### config.mk
export PLATFORM = sky130hd
export DESIGN_NAME = ws2812b_rx
export DESIGN_NICKNAME = d
export VERILOG_FILES = /design/src/rtl/ws2812b_rx.sv
export SDC_FILE = /design/constraint.sdc
export NUM_CORES = 1
export LEC_CHECK = 0
export ABC_AREA = 0
export BUFFER_PORTS_ARGS = -buffer_cell sky130_fd_sc_hd__buf_2
export CAP_MARGIN = 20
export CORE_MARGIN = 5
export CORE_UTILIZATION = 57
export DETAILED_ROUTE_END_ITERATION = 16
export PLACE_DENSITY = 0.8
export SLEW_MARGIN = 30
export SYNTH_ARGS = -nofsm -noshare
export SYNTH_HDL_FRONTEND = slang
export SYNTH_SLANG_ARGS = --single-unit
### constraint.sdc
create_clock -name clk -period 2.1 [get_ports clk]
set_input_delay 0.105 -clock clk [delete_from_list [all_inputs] [get_ports clk]]
set_output_delay 0.105 -clock clk [all_outputs]
set_load 0.1 [all_outputs]
### src/rtl/ws2812b_rx.sv
// ws2812b_rx: single-wire WS2812B stream receiver.
// Classifies high pulses on din as 0/1 bits and assembles 24-bit GRB pixels.
// Pixel 0 of each frame is kept as own_color. Later pixels go out on dout.
module ws2812b_rx #(
  parameter int T_MIN_HIGH   = 8,
  parameter int T_BIT_THRESH = 38,
  parameter int T_HIGH_MAX   = 160,
  parameter int T_RESET      = 3200
) (
  input  logic        clk,
  input  logic        rst_n,
  input  logic        din,
  input  logic        err_clr,
  output logic [23:0] pixel_data,
  output logic        pixel_valid,
  output logic [5:0]  pixel_index,
  output logic [23:0] own_color,
  output logic        frame_done,
  output logic        dout,
  output logic        err
);

  localparam int LW = $clog2(T_RESET + 1);

  localparam logic [LW-1:0] L_GAP    = LW'(T_RESET);
  localparam logic [LW-1:0] L_GAP_M1 = LW'(T_RESET - 1);
  localparam logic [7:0]    H_MIN    = 8'(T_MIN_HIGH);
  localparam logic [7:0]    H_ONE    = 8'(T_BIT_THRESH);
  localparam logic [7:0]    H_MAX    = 8'(T_HIGH_MAX);

  localparam logic [1:0] S_SYNC = 2'd0;
  localparam logic [1:0] S_LOW  = 2'd1;
  localparam logic [1:0] S_HIGH = 2'd2;

  logic          din_m;
  logic          din_s;
  logic [7:0]    hcnt;
  logic [LW-1:0] lcnt;
  logic [1:0]    state;
  logic [22:0]   shift;
  logic [4:0]    bit_cnt;
  logic [5:0]    pix_cnt;
  logic          fwd;
  logic          any_bit;

  logic          gap_hit;
  logic          bit_val;
  logic          err_ev;

  // Two-flop synchroniser for the asynchronous input pin
  always_ff @(posedge clk) begin
    if (!rst_n) begin
      din_m <= 1'b0;
      din_s <= 1'b0;
    end else begin
      din_m <= din;
      din_s <= din_m;
    end
  end

  // High/low run-length counters, each cleared by the opposite level
  always_ff @(posedge clk) begin
    if (!rst_n) begin
      hcnt <= '0;
      lcnt <= '0;
    end else if (din_s) begin
      hcnt <= (hcnt == 8'hFF) ? hcnt : hcnt + 8'd1;
      lcnt <= '0;
    end else begin
      hcnt <= '0;
      lcnt <= (lcnt == L_GAP) ? lcnt : lcnt + LW'(1);
    end
  end

  // Gap strobe fires only on the cycle lcnt steps onto T_RESET, so a long low fires once
  always_comb begin
    gap_hit = !din_s && (lcnt == L_GAP_M1);
    bit_val = (hcnt >= H_ONE);
    err_ev  = 1'b0;
    if (state == S_HIGH && !din_s && hcnt < H_MIN)
      err_ev = 1'b1;
    if (state == S_HIGH && din_s && hcnt > H_MAX)
      err_ev = 1'b1;
    if (state == S_LOW && gap_hit && bit_cnt != 5'd0)
      err_ev = 1'b1;
  end

  // Receive FSM, bit/pixel assembly, frame bookkeeping and sticky error
  always_ff @(posedge clk) begin
    if (!rst_n) begin
      state       <= S_SYNC;
      shift       <= '0;
      bit_cnt     <= '0;
      pix_cnt     <= '0;
      fwd         <= 1'b0;
      any_bit     <= 1'b0;
      pixel_data  <= '0;
      pixel_valid <= 1'b0;
      pixel_index <= '0;
      own_color   <= '0;
      frame_done  <= 1'b0;
      err         <= 1'b0;
    end else begin
      pixel_valid <= 1'b0;
      frame_done  <= 1'b0;
      err         <= err_ev | (err & ~err_clr);
      case (state)
        S_SYNC: begin
          // Recovery gap only re-arms reception; nothing was accepted, so no frame_done
          if (gap_hit) begin
            state   <= S_LOW;
            bit_cnt <= '0;
            pix_cnt <= '0;
            fwd     <= 1'b0;
            any_bit <= 1'b0;
          end
        end
        S_LOW: begin
          if (din_s) begin
            state <= S_HIGH;
          end else if (gap_hit) begin
            frame_done <= any_bit;
            bit_cnt    <= '0;
            pix_cnt    <= '0;
            fwd        <= 1'b0;
            any_bit    <= 1'b0;
          end
        end
        S_HIGH: begin
          if (!din_s) begin
            state <= S_LOW;
            if (hcnt >= H_MIN) begin
              any_bit <= 1'b1;
              if (bit_cnt == 5'd23) begin
                pixel_data  <= {shift, bit_val};
                pixel_valid <= 1'b1;
                pixel_index <= pix_cnt;
                pix_cnt     <= (pix_cnt == 6'd63) ? pix_cnt : pix_cnt + 6'd1;
                bit_cnt     <= '0;
                if (pix_cnt == 6'd0) begin
                  own_color <= {shift, bit_val};
                  fwd       <= 1'b1;
                end
              end else begin
                shift   <= {shift[21:0], bit_val};
                bit_cnt <= bit_cnt + 5'd1;
              end
            end
          end else if (hcnt > H_MAX) begin
            state   <= S_SYNC;
            bit_cnt <= '0;
            fwd     <= 1'b0;
          end
        end
        default: state <= S_SYNC;
      endcase
    end
  end

  // Forwarded stream: gated, registered copy of the synchronised input
  always_ff @(posedge clk) begin
    if (!rst_n) dout <= 1'b0;
    else        dout <= fwd & din_s;
  end

endmodule

==> flow_metrics.py <==
metrics = {
    "outcome": {
        "run_status": "finished clean",
    },
    "drt": {
        "detailroute.via_count": 4521,
        "wire_per_inst_um": 15.5,
        "postRouteWirelength_um": 12000,
        "route.detailed.vias_per_inst": 5.83,
        "number_of_remaining_drc_errors": 0,
        "drt_pass_1_iters": 5,
        "detail_route.iter0.violations": 248,
        "route.antenna.remaining_nets": 0,
    },
    "grt": {
        "maximum_number_of_pins_on_one_net_before_global_route_repair": 59,
        "grt_use_total_pct": 23.8,
        "global_route.overflow_total": 0,
        "first_pass_grt_wire_length_um": 20100,
        "antenna_found_initial": 0,
        "grt_pass1_vias": 4254,
    },
    "setup_path": {
        "arrival_ps": 2430,
        "timing_worst_setup_path_type": "register to register",
        "cell_by_cell_trace_of_the_critical_path": "or4_4, o211ai_4, buf_12, o21ai_0, a21oi_1",
        "critical_path_buf_inv_count": 1,
        "crit_path_end_kind": "register",
        "critPathLaunchType": "register",
        "worstPathMaxFanout": 34,
        "crit_family": "compound AO/OA/AOI/OAI gates",
        "slowest_delay_ps": 620,
        "worst-endpoint-required_ps": 2540,
        "worst_path_slowest_cell": "sky130_fd_sc_hd__or4_4",
    },
    "hold_path": {
        "hp-class": "input port to register",
    },
    "yosys": {
        "synth_net_count": 604,
        "most_used_dff_post_synth": "sky130_fd_sc_hd__dfxtp_1",
        "synthesis.area_per_instance_um2": 8.38,
        "postSynth.asyncResetShare_pct": 0,
        "synth_enable_flop_cells": 0,
        "synth_area_leaders": "sky130_fd_sc_hd__dfxtp_1 (48%), sky130_fd_sc_hd__nand2_1 (9.4%), sky130_fd_sc_hd__a21oi_1 (8.4%), sky130_fd_sc_hd__nand3_1 (3.5%), sky130_fd_sc_hd__o21ai_0 (2.3%)",
        "synthesized_netlist_cell_count": 592,
        "ys_types": 57,
        "synthDominantAreaCellType": "sky130_fd_sc_hd__dfxtp_1",
        "mappedNetlistArea_um2": 4960,
        "synth-warning-count": 0,
        "synth-seq-cells": 118,
        "yosysTopAreaCellShare_pct": 47.6,
        "synth.yosys.seq_area_share_pct": 47.6,
    },
    "job": {
        "max_cap_viol_count": 0,
    },
    "power_and_ir_drop": {
        "totalPowerFinal_w": 0.00514,
        "cellPowerDensity_nw_per_um2": 850,
        "power_leakage_nw": 2.25,
        "worst_vdd_ir_uv": 566,
    },
    "clock_network": {
        "h_tree_lvl_count": 4,
        "cts_root_buffer": "sky130_fd_sc_hd__clkbuf_8",
        "cts_sinks": 118,
        "worstSkewPairLatency_ps": 530,
        "clk_path_buf_depth": 2,
        "tritoncts.num_buffers": 17,
        "cts_setup_buffers": 0,
        "clk_pin_slew_ps": 60,
        "cts_tree": "built",
    },
    "timing": {
        "report.final.hold_viol_count": 0,
        "grt_setup_unrepaired": "no",
        "fin_worst_skew_ps": 9.55,
        "max_clock_freq_mhz": 503,
        "worst_slew_pin_slew_ps": 517,
        "timing.final.crit_share_pct": 94.6,
        "worst_path_setup_slack_after_routing_ps": 114,
        "post-route-min-period_ps": 1990,
        "final-max-slew-violation-count": 0,
        "setup-violations-final": 0,
        "setup_total_negative_slack_ps": 0,
        "max-slew-margin-rel_pct": 65.5,
    },
    "cells_and_area": {
        "nets": 667,
        "final_design_utilization_pct": 70.3,
        "antenna_cells": 0,
        "share_of_post_route_cells_with_drive_strength_above_1_pct": 19.6,
        "area_delta_synth_final_pct": 21.9,
    },
    "die": {
        "floorplan.io_pins": 62,
        "core_um2": 8590,
        "placement_rows": 34,
        "die_width_um": 103,
        "area_of_the_die_um2": 10700,
        "die_y_um": 103,
        "initial_core_util_pct": 57.7,
    },
    "placement": {
        "pre_cts_slack_ps": 165,
        "routabilityCongestion": 0.847,
        "dp_hpwl_um": 7970,
        "placement.io_buffers": 61,
    },
}
worst paths after layout:
check | from | endpoint | slack, ps | cells after the start
max reg2reg | hcnt[3] | own_color[1] | 110 | 5
max | hcnt[3] | own_color[1] | 110 | 5
min | din | din_m | 330 | 3
min reg2reg | din_m | din_s | 440 | 1
cell type report:
type | instances | area [µm²]
well taps | 108 | 135
multi-input cells | 417 | 2340
flip-flops and latches | 118 | 2360
repair buffers | 86 | 576
fillers | 686 | 2550
clock buffers | 19 | 432
inverters | 15 | 56.3
clock inverters | 13 | 146
sequential cells by signal, summed over array words and instances, names as in the netlist, 2 cells and up:
signal,flops
pix_cnt,6
pixel_data,24
shift,23
lcnt,12
hcnt,8
own_color,24
state,2
bit_cnt,5
pixel_index,6
layer usage:
metal | up-vias | GRT usage (%) | share of wire (%) | wire length [µm]
met5 | - | 0 | 0 | 0
met4 | 0 | 7.27 | 1.0 | 120
met3 | 14 | 6.30 | 6.6 | 789
met2 | 162 | 40.2 | 50 | 6060
met1 | 2146 | 29.7 | 42 | 5060
li1 | 2199 | - | - | -
metrics by stage:
| step | area, µm² | instances | hold WS (ps) |
|---|---|---|---|
| floorplan | 4960 | 592 | 232 |
| global placement | 5440 | 741 | 317 |
| detailed placement | 5440 | 741 | 322 |
| CTS | 6040 | 776 | 330 |
| global route | 6040 | 776 | 345 |
| finish | 6040 | 776 | 329 |
power by group:
part / total [W] / internal, W / leakage (nW) / switching, W
logic: 0.0000763 / 0.0000248 / 1.03 / 0.0000515
registers: 0.00226 / 0.00225 / 0.951 / 0.00000989
clock network: 0.00281 / 0.00173 / 0.268 / 0.00108
logic make-up (layout without fill, tap and decap cells):
group                      after synthesis  after routing  share of synthesized area, %
AOI/OAI and AO/OA                      157            157                          19.7
buffers and inverters                   57            133                          5.42
adders and majority gates                8              8                          2.02
and+or+nand+nor                        234            234                          21.9
DFF                                    118            118                          47.6
muxes                                    4              4                         0.833
xor gates and xnor gates                14             14                          2.47
cells in the final DEF, fill, tap and decap left out, types with 3 or more instances in the layout:
| cell type | instances |
|---|---|
| sky130_fd_sc_hd__a21oi_1 | 83 |
| sky130_fd_sc_hd__a41oi_1 | 3 |
| sky130_fd_sc_hd__inv_1 | 14 |
| sky130_fd_sc_hd__o32ai_1 | 3 |
| sky130_fd_sc_hd__dlygate4sd3_1 | 3 |
| sky130_fd_sc_hd__and2_1 | 5 |
| sky130_fd_sc_hd__nor3_1 | 6 |
| sky130_fd_sc_hd__dfxtp_1 | 118 |
| sky130_fd_sc_hd__a211oi_2 | 4 |
| sky130_fd_sc_hd__nand3_1 | 35 |
| sky130_fd_sc_hd__ha_1 | 8 |
| sky130_fd_sc_hd__nand4_1 | 5 |
| sky130_fd_sc_hd__buf_12 | 6 |
| sky130_fd_sc_hd__clkinvlp_4 | 5 |
| sky130_fd_sc_hd__o21ai_1 | 10 |
| sky130_fd_sc_hd__nand2b_1 | 3 |
| sky130_fd_sc_hd__mux2i_1 | 3 |
| sky130_fd_sc_hd__and3_1 | 10 |
| sky130_fd_sc_hd__clkbuf_16 | 16 |
| sky130_fd_sc_hd__o21ai_0 | 23 |
| sky130_fd_sc_hd__a31oi_1 | 4 |
| sky130_fd_sc_hd__buf_2 | 61 |
| sky130_fd_sc_hd__nor4_1 | 6 |
| sky130_fd_sc_hd__nand2_1 | 124 |
| sky130_fd_sc_hd__nor2_1 | 26 |
| sky130_fd_sc_hd__inv_6 | 4 |
| sky130_fd_sc_hd__buf_4 | 16 |
| sky130_fd_sc_hd__xnor2_1 | 10 |
| sky130_fd_sc_hd__a211oi_1 | 5 |
| sky130_fd_sc_hd__o21a_1 | 4 |
| sky130_fd_sc_hd__xor2_1 | 4 |
Yosys cell counts (6+ instances only):
cell                       instances
sky130_fd_sc_hd__nand2_1         124
sky130_fd_sc_hd__dfxtp_1         118
sky130_fd_sc_hd__a21oi_1          83
sky130_fd_sc_hd__nand3_1          35
sky130_fd_sc_hd__nor2_1           26
sky130_fd_sc_hd__clkbuf_1         23
sky130_fd_sc_hd__o21ai_0          23
sky130_fd_sc_hd__inv_1            14
sky130_fd_sc_hd__and3_1           10
sky130_fd_sc_hd__o21ai_1          10
sky130_fd_sc_hd__xnor2_1          10
sky130_fd_sc_hd__ha_1              8
sky130_fd_sc_hd__buf_2             7
sky130_fd_sc_hd__buf_4             6
sky130_fd_sc_hd__nor3_1            6
sky130_fd_sc_hd__nor4_1            6
worst min-delay path, cell delays in order:
cell,delay [ps]
sky130_fd_sc_hd__dlygate4sd3_1,520
sky130_fd_sc_hd__buf_2,90
sky130_fd_sc_hd__and2_1,110
what timing repair did:
action / CTS / global route
hold endpoints to repair: 5 / 0
hold buffers: 3 / 0
resized for setup: 0 / 0
(Power assumes the default switching activity.)
